`src/rtl/div_radix2_pkg.sv`:
```
// Shared divider definitions: FSM encoding, default width and the divide-by-zero quotient.
package cpu_defs;

    typedef enum logic [1:0] {
        IDLE = 2'd0,
        ZERO = 2'd1,
        BUSY = 2'd2,
        DONE = 2'd3
    } div_state_e;

    localparam int          DIV_W       = 32;
    localparam logic [31:0] DIV_ZERO_LO = 32'hFFFF_FFFF;

endpackage

```
`src/rtl/div_radix2_step.sv`:
```
// One restoring-division iteration on the {remainder, quotient} partial register.
module div_step #(
    parameter int DATA_W = 32
) (
    input  logic [2*DATA_W:0] part_i,
    input  logic [DATA_W:0]   bmag_i,
    output logic [2*DATA_W:0] part_o
);

    logic [2*DATA_W:0] shifted;
    logic [DATA_W:0]   upper;

    always_comb begin
        shifted = {part_i[2*DATA_W-1:0], 1'b0};
        upper   = shifted[2*DATA_W:DATA_W];
        part_o  = shifted;
        if (upper >= bmag_i)
            part_o = {upper - bmag_i, shifted[DATA_W-1:1], 1'b1};
    end

endmodule

```
`src/rtl/div_radix2.sv`:
```
// Multi-cycle radix-2 restoring DIV/DIVU for the E stage; holds {HI,LO} until the stage advances.
module div_radix2
    import cpu_defs::*;
#(
    parameter int DATA_W = DIV_W,
    parameter int ITERS  = DIV_W
) (
    input  logic                clk,
    input  logic                rst,
    input  logic                start_i,
    input  logic                signed_i,
    input  logic [DATA_W-1:0]   opdata1_i,
    input  logic [DATA_W-1:0]   opdata2_i,
    input  logic                annul_i,
    input  logic                adv_i,
    output logic                stall_div_o,
    output logic                ready_o,
    output logic [2*DATA_W-1:0] result_o
);

    localparam int CNT_W = $clog2(ITERS);

    div_state_e          state_q;
    logic [CNT_W-1:0]    cnt_q;
    logic [2*DATA_W:0]   part_q;
    logic [DATA_W:0]     bmag_q;
    logic [DATA_W-1:0]   a_q;
    logic                negq_q, negr_q, ready_q;
    logic [2*DATA_W-1:0] result_q;

    logic [DATA_W:0]     a_ext, b_ext, amag_d, bmag_d;
    logic [2*DATA_W:0]   step_out;
    logic [DATA_W-1:0]   q_fix_d, r_fix_d;
    logic                unused_top;

    // Sign-extend to DATA_W+1 so the most negative dividend has a representable magnitude.
    always_comb begin
        a_ext  = {signed_i & opdata1_i[DATA_W-1], opdata1_i};
        b_ext  = {signed_i & opdata2_i[DATA_W-1], opdata2_i};
        amag_d = a_ext[DATA_W] ? -a_ext : a_ext;
        bmag_d = b_ext[DATA_W] ? -b_ext : b_ext;
    end

    div_step #(.DATA_W(DATA_W)) u_step (
        .part_i (part_q),
        .bmag_i (bmag_q),
        .part_o (step_out)
    );

    always_comb begin
        q_fix_d = negq_q ? -step_out[DATA_W-1:0]          : step_out[DATA_W-1:0];
        r_fix_d = negr_q ? -step_out[2*DATA_W-1:DATA_W]   : step_out[2*DATA_W-1:DATA_W];
    end

    assign unused_top = step_out[2*DATA_W];

    always_ff @(posedge clk or posedge rst) begin
        if (rst) begin
            state_q  <= IDLE;
            cnt_q    <= '0;
            part_q   <= '0;
            bmag_q   <= '0;
            a_q      <= '0;
            negq_q   <= 1'b0;
            negr_q   <= 1'b0;
            ready_q  <= 1'b0;
            result_q <= '0;
        end else if (annul_i) begin
            state_q <= IDLE;
            cnt_q   <= '0;
            ready_q <= 1'b0;
        end else begin
            case (state_q)
                IDLE: if (start_i) begin
                    a_q   <= opdata1_i;
                    cnt_q <= '0;
                    if (opdata2_i == '0) begin
                        state_q <= ZERO;
                    end else begin
                        state_q <= BUSY;
                        part_q  <= {{DATA_W{1'b0}}, amag_d};
                        bmag_q  <= bmag_d;
                        negq_q  <= a_ext[DATA_W] ^ b_ext[DATA_W];
                        negr_q  <= a_ext[DATA_W];
                    end
                end
                ZERO: begin
                    state_q  <= DONE;
                    ready_q  <= 1'b1;
                    result_q <= {a_q, DATA_W'(DIV_ZERO_LO)};
                end
                BUSY: begin
                    part_q <= step_out;
                    cnt_q  <= cnt_q + 1'b1;
                    if (cnt_q == CNT_W'(ITERS-1)) begin
                        state_q  <= DONE;
                        ready_q  <= 1'b1;
                        result_q <= {r_fix_d, q_fix_d};
                    end
                end
                // start_i still belongs to the finished instruction here, so only adv_i matters.
                DONE: if (adv_i) begin
                    state_q <= IDLE;
                    ready_q <= 1'b0;
                end
                default: state_q <= IDLE;
            endcase
        end
    end

    assign stall_div_o = !annul_i &
                         (((state_q == IDLE) & start_i) | (state_q == BUSY) | (state_q == ZERO));
    assign ready_o     = ready_q;
    assign result_o    = result_q;

endmodule
```
`config.mk`:
```
export PLATFORM = sky130hd
export DESIGN_NAME = div_radix2
export DESIGN_NICKNAME = d
export VERILOG_FILES = /design/src/rtl/div_radix2_pkg.sv /design/src/rtl/div_radix2_step.sv /design/src/rtl/div_radix2.sv
export SDC_FILE = /design/constraint.sdc
export NUM_CORES = 1
export LEC_CHECK = 0
export CAP_MARGIN = 20
export CORE_ASPECT_RATIO = 0.7
export CORE_MARGIN = 2
export CORE_UTILIZATION = 40
export DETAILED_ROUTE_END_ITERATION = 8
export PLACE_DENSITY = 0.61
export SETUP_SLACK_MARGIN = 0.02
export SYNTH_ARGS = -nofsm -noshare
export SYNTH_HDL_FRONTEND = slang
export SYNTH_SLANG_ARGS = --single-unit
```
`constraint.sdc`:
```
create_clock -name clk -period 8.65 [get_ports clk]
set_input_delay 1.2975 -clock clk [delete_from_list [all_inputs] [get_ports clk]]
set_output_delay 1.2975 -clock clk [all_outputs]
set_load 0.01 [all_outputs]
```
Yosys cells after proc, flatten, opt, wreduce, memory -nomap -nowiden
Cells that the tools add are included.
Cells by class
  add/sub/neg operators: 6
  bitwise gates (word level): 9
  mux-type cells: 23
  order comparisons: 1
  eq/ne operators: 10
  reductions and logical operators: 14
Operator list (number)
  64-bit two-way mux: 4
  64-bit one-hot mux with 2 select lines: 2
  33-bit two-way mux: 2
  33-bit negator: 2
  32-bit two-way mux: 2
  32-bit negator: 2
  33-bit greater-or-equal comparator: 1
  32-bit logical NOT: 1
  32-bit subtractor: 1
  3-bit AND reduction: 4
  2-bit two-way mux: 5
  5-bit two-way mux: 2
  5-bit one-hot mux with 2 select lines: 1
  3-bit inequality test (second input constant): 3
  2-bit one-hot mux with 4 select lines: 1
  4-bit AND reduction: 2
  2-bit inequality test (second input constant): 3
  5-bit by 1-bit adder with 5-bit output (second input constant): 1
  5-bit equality test (second input constant): 1
  1-bit bitwise AND: 4
  2-bit equality test (second input constant): 2
  2-bit nonzero test: 2
  4-bit nonzero test: 1
  1-bit two-way mux: 3
  other kinds (9): 11
Word-level totals
  bits in registers: 203
  word-level logic and storage cells: 72

Logic depth before layout (Yosys ltp)
Gate-level depths: netlist (run 1).
  depth in word-level cells: 6
  depth in mapped cells: 23
  gate-level depth less buffers: 18

Modules after synthesis
A second synthesis (run 1) with hierarchy kept.
Unflattened totals
  cells, all modules: 1619
  area, all modules: 13586.8 sq um
Modules (own cells, without submodules)
  div_radix2: cells each 1272, times used 1, area each 11060.6 sq um, seq. area each 5104.9 sq um
  div_step: cells each 347, times used 1, area each 2526.2 sq um, seq. area each 0.0 sq um

Least setup slack after synthesis (run 1)
OpenSTA, ideal clock, no wires.
  path type: register -> register
  start: reg part_q[37]
  end: reg result_q[58] (netlist: result_o[58])
  library setup time: 0.122 ns
  data arrival time: 4.679 ns
  cell stages (with the launch flop): 21
  setup slack: 3.849 ns
  required time: 8.528 ns
  period minus slack after synthesis: 4.801 ns
  path through: dfrtp_1 > ha_1 > buf_6 > a21o_1 > a31oi_1 > o22ai_1 > o31ai_2 > nand2_1 > buf_2 > buf_2 > buf_2 > buf_1 > o21ai_0 > ha_1 > nand2_1 > a211o_1 > or4_1 > o2bb2ai_1 > o41ai_2 > mux2i_1 > nand2_1
Between the ends
  cells in the longest elaborated chain, start to end: 6
RTL lines
  start: declaration: RTL line div_radix2.sv:25  | logic [2*DATA_W:0] part_q;
  start signal: assignment: RTL line div_radix2.sv:81  | part_q <= {{DATA_W{1'b0}}, amag_d};
  start signal: assignment: RTL line div_radix2.sv:93  | part_q <= step_out;
  32-bit subtractor or 33-bit greater-or-equal comparator (tied branches): RTL line div_radix2_step.sv:18, div_radix2_step.sv:17
  64-bit two-way mux (*): RTL line div_radix2_step.sv:17  | if (upper >= bmag_i)
  32-bit negator: RTL line div_radix2.sv:52  | r_fix_d = negr_q ? -step_out[2*DATA_W-1:DATA_W] : step_out[2*DATA_W-1:DATA_W];
  32-bit two-way mux (*): RTL line div_radix2.sv:52
  64-bit two-way mux (*): RTL line div_radix2.sv:95  | if (cnt_q == CNT_W'(ITERS-1)) begin
  64-bit one-hot mux with 2 select lines (*): RTL line div_radix2.sv:73  | case (state_q)
  end signal: assignment: RTL line div_radix2.sv:90  | result_q <= {a_q, DATA_W'(DIV_ZERO_LO)};
  end signal: assignment: RTL line div_radix2.sv:98  | result_q <= {r_fix_d, q_fix_d};
  end: declaration: RTL line div_radix2.sv:29  | logic [2*DATA_W-1:0] result_q;
Mark *: on every way between the ends. The rest lies on a longest branch, timed or not. The select of a mux whose other input is x is not followed.
A chain may end at the register's enable or synchronous reset.

Worst setup path after layout (run 1)
  start: reg part_q[37]
  end: reg result_q[61] (netlist: result_o[61])
The elaborated chain is that of the path after synthesis.

==> results.yml, run 1 <==
final_layout:
  diodes: 0
  instances_no_fill: 2196
  drive_gt1_frac: 0.0681
  fillers: 3337
  multiInputGateArea_um2: 8090
  area_growth_pct: 17.5
  seq_area_um2: 5080
  layout_commonest_cell: "dfrtp_1"
  mostFrequentLayoutCells: "203 x dfrtp_1, 186 x nand2_1, 183 x o21ai_0, 159 x a21oi_1, 135 x clkdlybuf4s50_1"
  finalNetCount: 1831
worst_setup_path:
  cpPeakStageDelay_ns: 0.68
  endpoint_kind: "register"
  r2r_end: "result_o[61]$_DFFE_PP0P_"
  cp-startpoint: "part_q[37]$_DFFE_PP0P_"
  cp_top_family: "compound AO/OA/AOI/OAI gates"
  cp.depth: 15
  path_max_fanout: 27
  path_buf_inv: 3
  cp.required_ns: 9.03
  critical_path.cell_chain: "ha_1 -> a21o_1 -> a31oi_1 -> o22ai_1 -> o31ai_2 -> nand2_1 -> buf_4 -> inv_1 -> buf_4 -> o31ai_1 -> a211oi_1 -> nand4b_1 -> o21ai_0 -> xor2_1 -> a21oi_1"
  crit_end: "result_o[61]$_DFFE_PP0P_"
  cpMostUsedCell: "buf_4"
  worst_setup_path_start_kind: "register"
  reg2reg_slack_ns: 2.94
  timing.rr.start: "part_q[37]$_DFFE_PP0P_"
  arrival_ns: 6.10
  cp_slowest_cell: "nand2_1"
  reg2reg_depth: 15
  critPathKind: "register to register"
synthesis:
  ys_warn_count: 0
  netlist_area_um2: 13800
  yosys_register_bits: 203
  synth_fp_nets: 1751
  synth_cells: 1637
  yosysUniqueCellTypes: 86
  synth_area_per_cell_um2: 8.43
  synth_ff_type: "dfrtp_1"
  synth_edf_count: 0
  ys_seq_area_frac: 0.368
  synthArstFlopShare: 1.00
clock_tree:
  postCtsHoldBufs: 0
  clk_pin_slew_ns: 0.07
  clock_path_buffers: 3
  ctsResizeCount: 0
  cts_setup_buffers: 0
  clockRootBuffer: "clkbuf_16"
  cts_inserted_buffers: 23
  cts.sinks: 203
  clock_latency_ns: 0.54
  htreeDepth: 1
  cts_tree: "yes"
route:
  avgViaCountPerCell: 5.68
  drt_first_pass_iters: 7
  met1Wirelength_mm: 20.3
  topRoutingLayerUsed: "met4"
  met2_wirelength_mm: 17.4
  drt_iter0_drc: 1054
  routed-wl-met3_mm: 2.55
  wirelength_mm: 40.9
  post_drt_wl_per_cell_um: 18.6
  postRouteAntennaNets: 0
  num_vias: 12500
  drc: 0
floorplan:
  rows: 56
  start_util: 0.409
  core-area_um2: 33800
  die_area_um2: 36000
  io_pins: 136
  die-height_um: 159
  die_w_um: 226
power:
  p_sw_frac: 0.412
  vdd_ir_drop_max_mv: 0.157
  internal-power_mw: 2.82
  switchingPower_mw: 1.97
  leakagePower_nw: 6.63
  combPwrFrac: 0.458
  p_per_area_nw_per_um2: 296
  clockPowerShare: 0.205
  pwr-share-seq: 0.337
sta:
  skew_ns: 0.0261
  fin_crit_sh: 0.660
  hold_viol: 0
  rsz0062_at_grt: "no"
  setup_viol: 0
  slew_headroom: 0.297
  timing.fmax_mhz: 175
  worst_slew_pin_slew_ns: 1.06
  tns_ns: 0
  period_minus_slack_ns: 5.71
  drv_slew: 0
  whs_ns: 0.479
grt:
  grt_pass1_vias: 12100
  grt_max_degree: 134
  grt_overflow: 0
  grt.total_usage: 0.228
  grt_antenna_before_repair: 0
  grt_pass1_wl_mm: 66.1
hold_path:
  hp-class: "register to register"
placed_design:
  portBuffers: 135
  gp_congestion: 0.982
  dpl.cell_count: 2156
  dp_hpwl_mm: 30.6
run:
  cap_violations: 0
run_status:
  outcome: "complete, no violations"
[how the worst min path moves through the flow]
| stage | startpoint | endpoint | slack, ns | cells past startpoint |
|---|---|---|---|---|
| after floorplan | a_q[1]$_DFFE_PP0P_ | a_q[1]$_DFFE_PP0P_ | 0.45 | 2 |
| after global placement | result_o[37]$_DFFE_PP0P_ | result_o[37]$_DFFE_PP0P_ | 0.46 | 2 |
| after detailed placement | result_o[37]$_DFFE_PP0P_ | result_o[37]$_DFFE_PP0P_ | 0.47 | 2 |
| after CTS | result_o[37]$_DFFE_PP0P_ | result_o[37]$_DFFE_PP0P_ | 0.48 | 2 |
| after global routing | result_o[37]$_DFFE_PP0P_ | result_o[37]$_DFFE_PP0P_ | 0.50 | 2 |
| final | bmag_q[31]$_DFFE_PP0P_ | bmag_q[31]$_DFFE_PP0P_ | 0.48 | 2 |
[worst register-to-register path, stage by stage (launching register included)]
cell	delay, ns
dfrtp_1	0.44
ha_1	0.44
a21o_1	0.26
a31oi_1	0.32
o22ai_1	0.23
o31ai_2	0.54
nand2_1	0.68
buf_4	0.48
inv_1	0.45
buf_4	0.36
o31ai_1	0.20
a211oi_1	0.34
nand4b_1	0.24
o21ai_0	0.28
xor2_1	0.21
a21oi_1	0.09
[area by class of cell]
cell class | count | share of cell area
well taps | 464 | 0.0358
inverters | 68 | 0.0162
clock inverters | 9 | 0.00525
flip-flops and latches | 203 | 0.313
multi-input cells | 1272 | 0.499
repair buffers | 149 | 0.0903
clock buffers | 31 | 0.0404
[registers in the layout, indices dropped and copies added, names as in the netlist]
signal / count
a_q: 32
bmag_q: 33
part_q: 64
negr_q: 1
cnt_q: 5
negq_q: 1
ready_o: 1
result_o: 64
state_q: 2
[cell usage after synthesis (10+ instances only)]
library cell	count	share of area
mux2_2	29	0.024
o21ai_0	183	0.066
a21oi_1	159	0.058
o21a_1	12	0.0065
nor4_1	14	0.0063
o31ai_1	21	0.011
xnor2_1	64	0.041
a31oi_1	11	0.0050
nor2_1	126	0.034
or2_2	10	0.0045
xor2_1	69	0.044
or3_1	25	0.011
nor3_1	27	0.0098
mux2i_1	36	0.026
nand4_1	15	0.0068
ha_1	43	0.039
or4_1	18	0.0098
nand2b_1	14	0.0063
o41ai_1	13	0.0082
buf_2	23	0.0083
a21o_1	14	0.0076
and2_1	12	0.0054
nand3_1	23	0.0083
nand2_1	186	0.051
dfrtp_1	203	0.37
buf_1	12	0.0033
clkbuf_1	55	0.015
inv_1	67	0.018
[power groups by stage]
stage | Clock [mW] | Sequential, mW | Combinational, mW
6_report | 0.982 | 1.62 | 2.19
4_1_cts | 1.00 | 1.62 | 2.20
3_3_place_gp | 0 | 1.62 | 2.16
5_1_grt | 1.04 | 1.67 | 2.45
3_5_place_dp | 0 | 1.63 | 2.18
2_1_floorplan | 0 | 1.58 | 1.47
[layer usage]
layer	up-vias	track usage
met3	51	0.0384
met5	-	0
li1	6013	-
met1	6028	0.348
met2	375	0.340
met4	0	0.0374
[cell families (layout without fill, tap and decap cells)]
logic type | Yosys count | in the layout | share of synthesized area
AND/OR/NAND/NOR | 515 | 515 | 0.180
flip-flops | 203 | 203 | 0.368
AO/OA/AOI/OAI | 515 | 515 | 0.230
multiplexers | 65 | 65 | 0.0498
XOR/XNOR | 133 | 133 | 0.0844
adder cells (fa/ha/maj) | 44 | 44 | 0.0404
buffers and inverters | 162 | 257 | 0.0476
[through the flow]
step                       util  area, µm²  setup slack [ns]  power, mW
after detailed placement  0.458      15500              2.68       3.81
after global placement    0.458      15500              2.79       3.78
after floorplan               -      13800              1.81       3.05
after global routing      0.480      16200              2.48       5.16
after CTS                 0.480      16200              3.10       4.82
final                     0.480      16200              2.94       4.79
Note: power is estimated with default switching activity, not from simulation.
==> inputs of run 2 (changes only) <==
PLACE_DENSITY = 0.64   (was 0.61)
clock period = 4.8 ns   (was 8.65 ns; I/O delays follow)
==> run 2 against run 1 <==
Net effect: sequential power up 79%; die area unchanged; core utilization rose by 1.6 points; combinational power rose by 91%; count of clock-buffer cells in the layout is the same; maximum frequency rose by 26%; design area grew 3.4%; cell count grew 2.6%; clock skew is 0.0054 ns higher; critical path type unchanged; largest power group unchanged.
==> results.yml, run 2 (synthesis gave the netlist of run 1 again) <==
route:
  drc: 0
  drt_iter0_drc: 1184
  post_drt_wl_per_cell_um: 19.0
  postRouteAntennaNets: 0
  drt_first_pass_iters: 6
  wirelength_mm: 42.9
  avgViaCountPerCell: 5.63
  num_vias: 12700
worst_setup_path:
  worst_setup_path_start_kind: "register"
  critPathKind: "register to register"
  timing.rr.start: "part_q[39]$_DFFE_PP0P_"
  cp-startpoint: "part_q[39]$_DFFE_PP0P_"
  cp.depth: 17
  cp.required_ns: 5.19
  path_max_fanout: 35
  reg2reg_depth: 17
  critical_path.cell_chain: "ha_1 -> buf_4 -> a21o_1 -> a31oi_1 -> o22ai_1 -> o31ai_2 -> nand2_2 -> buf_4 -> inv_1 -> buf_4 -> buf_4 -> o31ai_1 -> a211oi_1 -> nand4b_1 -> o41ai_2 -> xnor2_1 -> o21ai_1"
  path_buf_inv: 5
  cp_top_family: "compound AO/OA/AOI/OAI gates"
  endpoint_kind: "register"
  arrival_ns: 4.93
  cpMostUsedCell: "buf_4"
  cpPeakStageDelay_ns: 0.46
  cp_slowest_cell: "dfrtp_1"
sta:
  timing.fmax_mhz: 220
  whs_ns: 0.476
  tns_ns: 0
  slew_headroom: 0.293
  setup_viol: 0
  period_minus_slack_ns: 4.54
  fin_crit_sh: 0.945
  drv_slew: 0
  hold_viol: 0
  worst_slew_pin_slew_ns: 1.05
  rsz0062_at_grt: "no"
  skew_ns: 0.0315
final_layout:
  layout_commonest_cell: "dfrtp_1"
  drive_gt1_frac: 0.0973
  final_area_um2: 16800
  finalNetCount: 1887
  mostFrequentLayoutCells: "203 x dfrtp_1, 185 x nand2_1, 182 x o21ai_0, 159 x a21oi_1, 135 x clkdlybuf4s50_1"
  final_util: 0.496
  area_growth_pct: 21.4
  fillers: 3253
power:
  p_per_area_nw_per_um2: 540
  vdd_ir_drop_max_mv: 0.293
  leakagePower_nw: 6.94
placed_design:
  gp_congestion: 0.926
  dp_hpwl_mm: 32.6
  portBuffers: 135
  post_dp_cell_area_um2: 15900
hold_path:
  hold_depth: 2
  min_from: "result_o[35]$_DFFE_PP0P_"
  hp-class: "register to register"
grt:
  grt_max_degree: 112
  grt_antenna_before_repair: 1
  grt_pass1_vias: 12400
  grt_pass1_wl_mm: 68.7
  grt_overflow: 0
  grt.total_usage: 0.240
clock_tree:
  cts_inserted_buffers: 23
  cts_setup_buffers: 0
  clock_path_buffers: 3
  cts.sinks: 203
  htreeDepth: 1
  clockRootBuffer: "clkbuf_16"
  cts_tree: "yes"
  clk_pin_slew_ns: 0.07
  clock_latency_ns: 0.54
run_status:
  outcome: "complete, no violations"
floorplan:
  die_area_um2: 36000
  rows: 56
  start_util: 0.409
  die_w_um: 226
  die-height_um: 159
  io_pins: 136
  core-area_um2: 33800
run:
  cap_violations: 0
[run 2: cell types whose count changed in the layout (fill, tap and decap cells not counted), sizes merged]
cell,before,now
bufinv,1,5
diode,0,2
clkinv,5,4
buf,14,70
inv,69,67
clkinvlp,2,1
[run 2: final timing paths]
path	to	slack, ns
worst max-delay path	result_o[63]$_DFFE_PP0P_	0.26
worst min-delay path	result_o[35]$_DFFE_PP0P_	0.48
worst max register to register	result_o[63]$_DFFE_PP0P_	0.26
worst min register to register	result_o[35]$_DFFE_PP0P_	0.48
max in group asynchronous	part_q[45]$_DFFE_PP0P_	2.97
min in group asynchronous	result_o[9]$_DFFE_PP0P_	0.73
[run 2: tightest hold or removal path, stage by stage (launching register included)]
cell     delay [ns]
dfrtp_1        0.34
nand2_1        0.05
o21ai_0        0.06
[run 2: routing by layer]
metal	up-vias	global-route usage	wire length (µm)
met4	0	0.0520	867
met5	-	0	0
met2	363	0.345	17800
met3	48	0.0448	2800
met1	6170	0.369	21500
li1	6112	-	-
[run 2: final cells by class]
type                       count  area [µm²]  share of cell area
antenna                        2        5.00            0.000299
clock buffer                  31         636              0.0379
clock inverter                 9         181              0.0108
inverter                      68         259              0.0155
multi-input combinational   1272        8100               0.483
sequential                   203        5080               0.303
tap                          464         581              0.0346
timing repair buffer         205        1930               0.115
[run 2: where the power goes]
| part | internal, mW | total (mW) | switching, mW |
|---|---|---|---|
| Clock | 1.20 | 1.95 | 0.755 |
| Sequential | 2.36 | 2.90 | 0.544 |
| Combinational | 1.84 | 4.19 | 2.35 |
[run 2: timing repair]
| item | in CTS | in global routing |
|---|---|---|
| setup endpoints to repair | 0 | 5 |
| resized for setup | 0 | 2 |
| hold buffers | 0 | 0 |
[run 2: through the flow]
stage / setup WS (ns) / power, mW / instances
finish: 0.264 / 9.04 / 2254
floorplan: 0.0805 / 5.49 / 1637
detailed placement: 0.252 / 7.09 / 2212
global placement: 0.267 / 7.03 / 2212
global route: 0.0448 / 9.75 / 2252
CTS: 0.269 / 9.08 / 2252
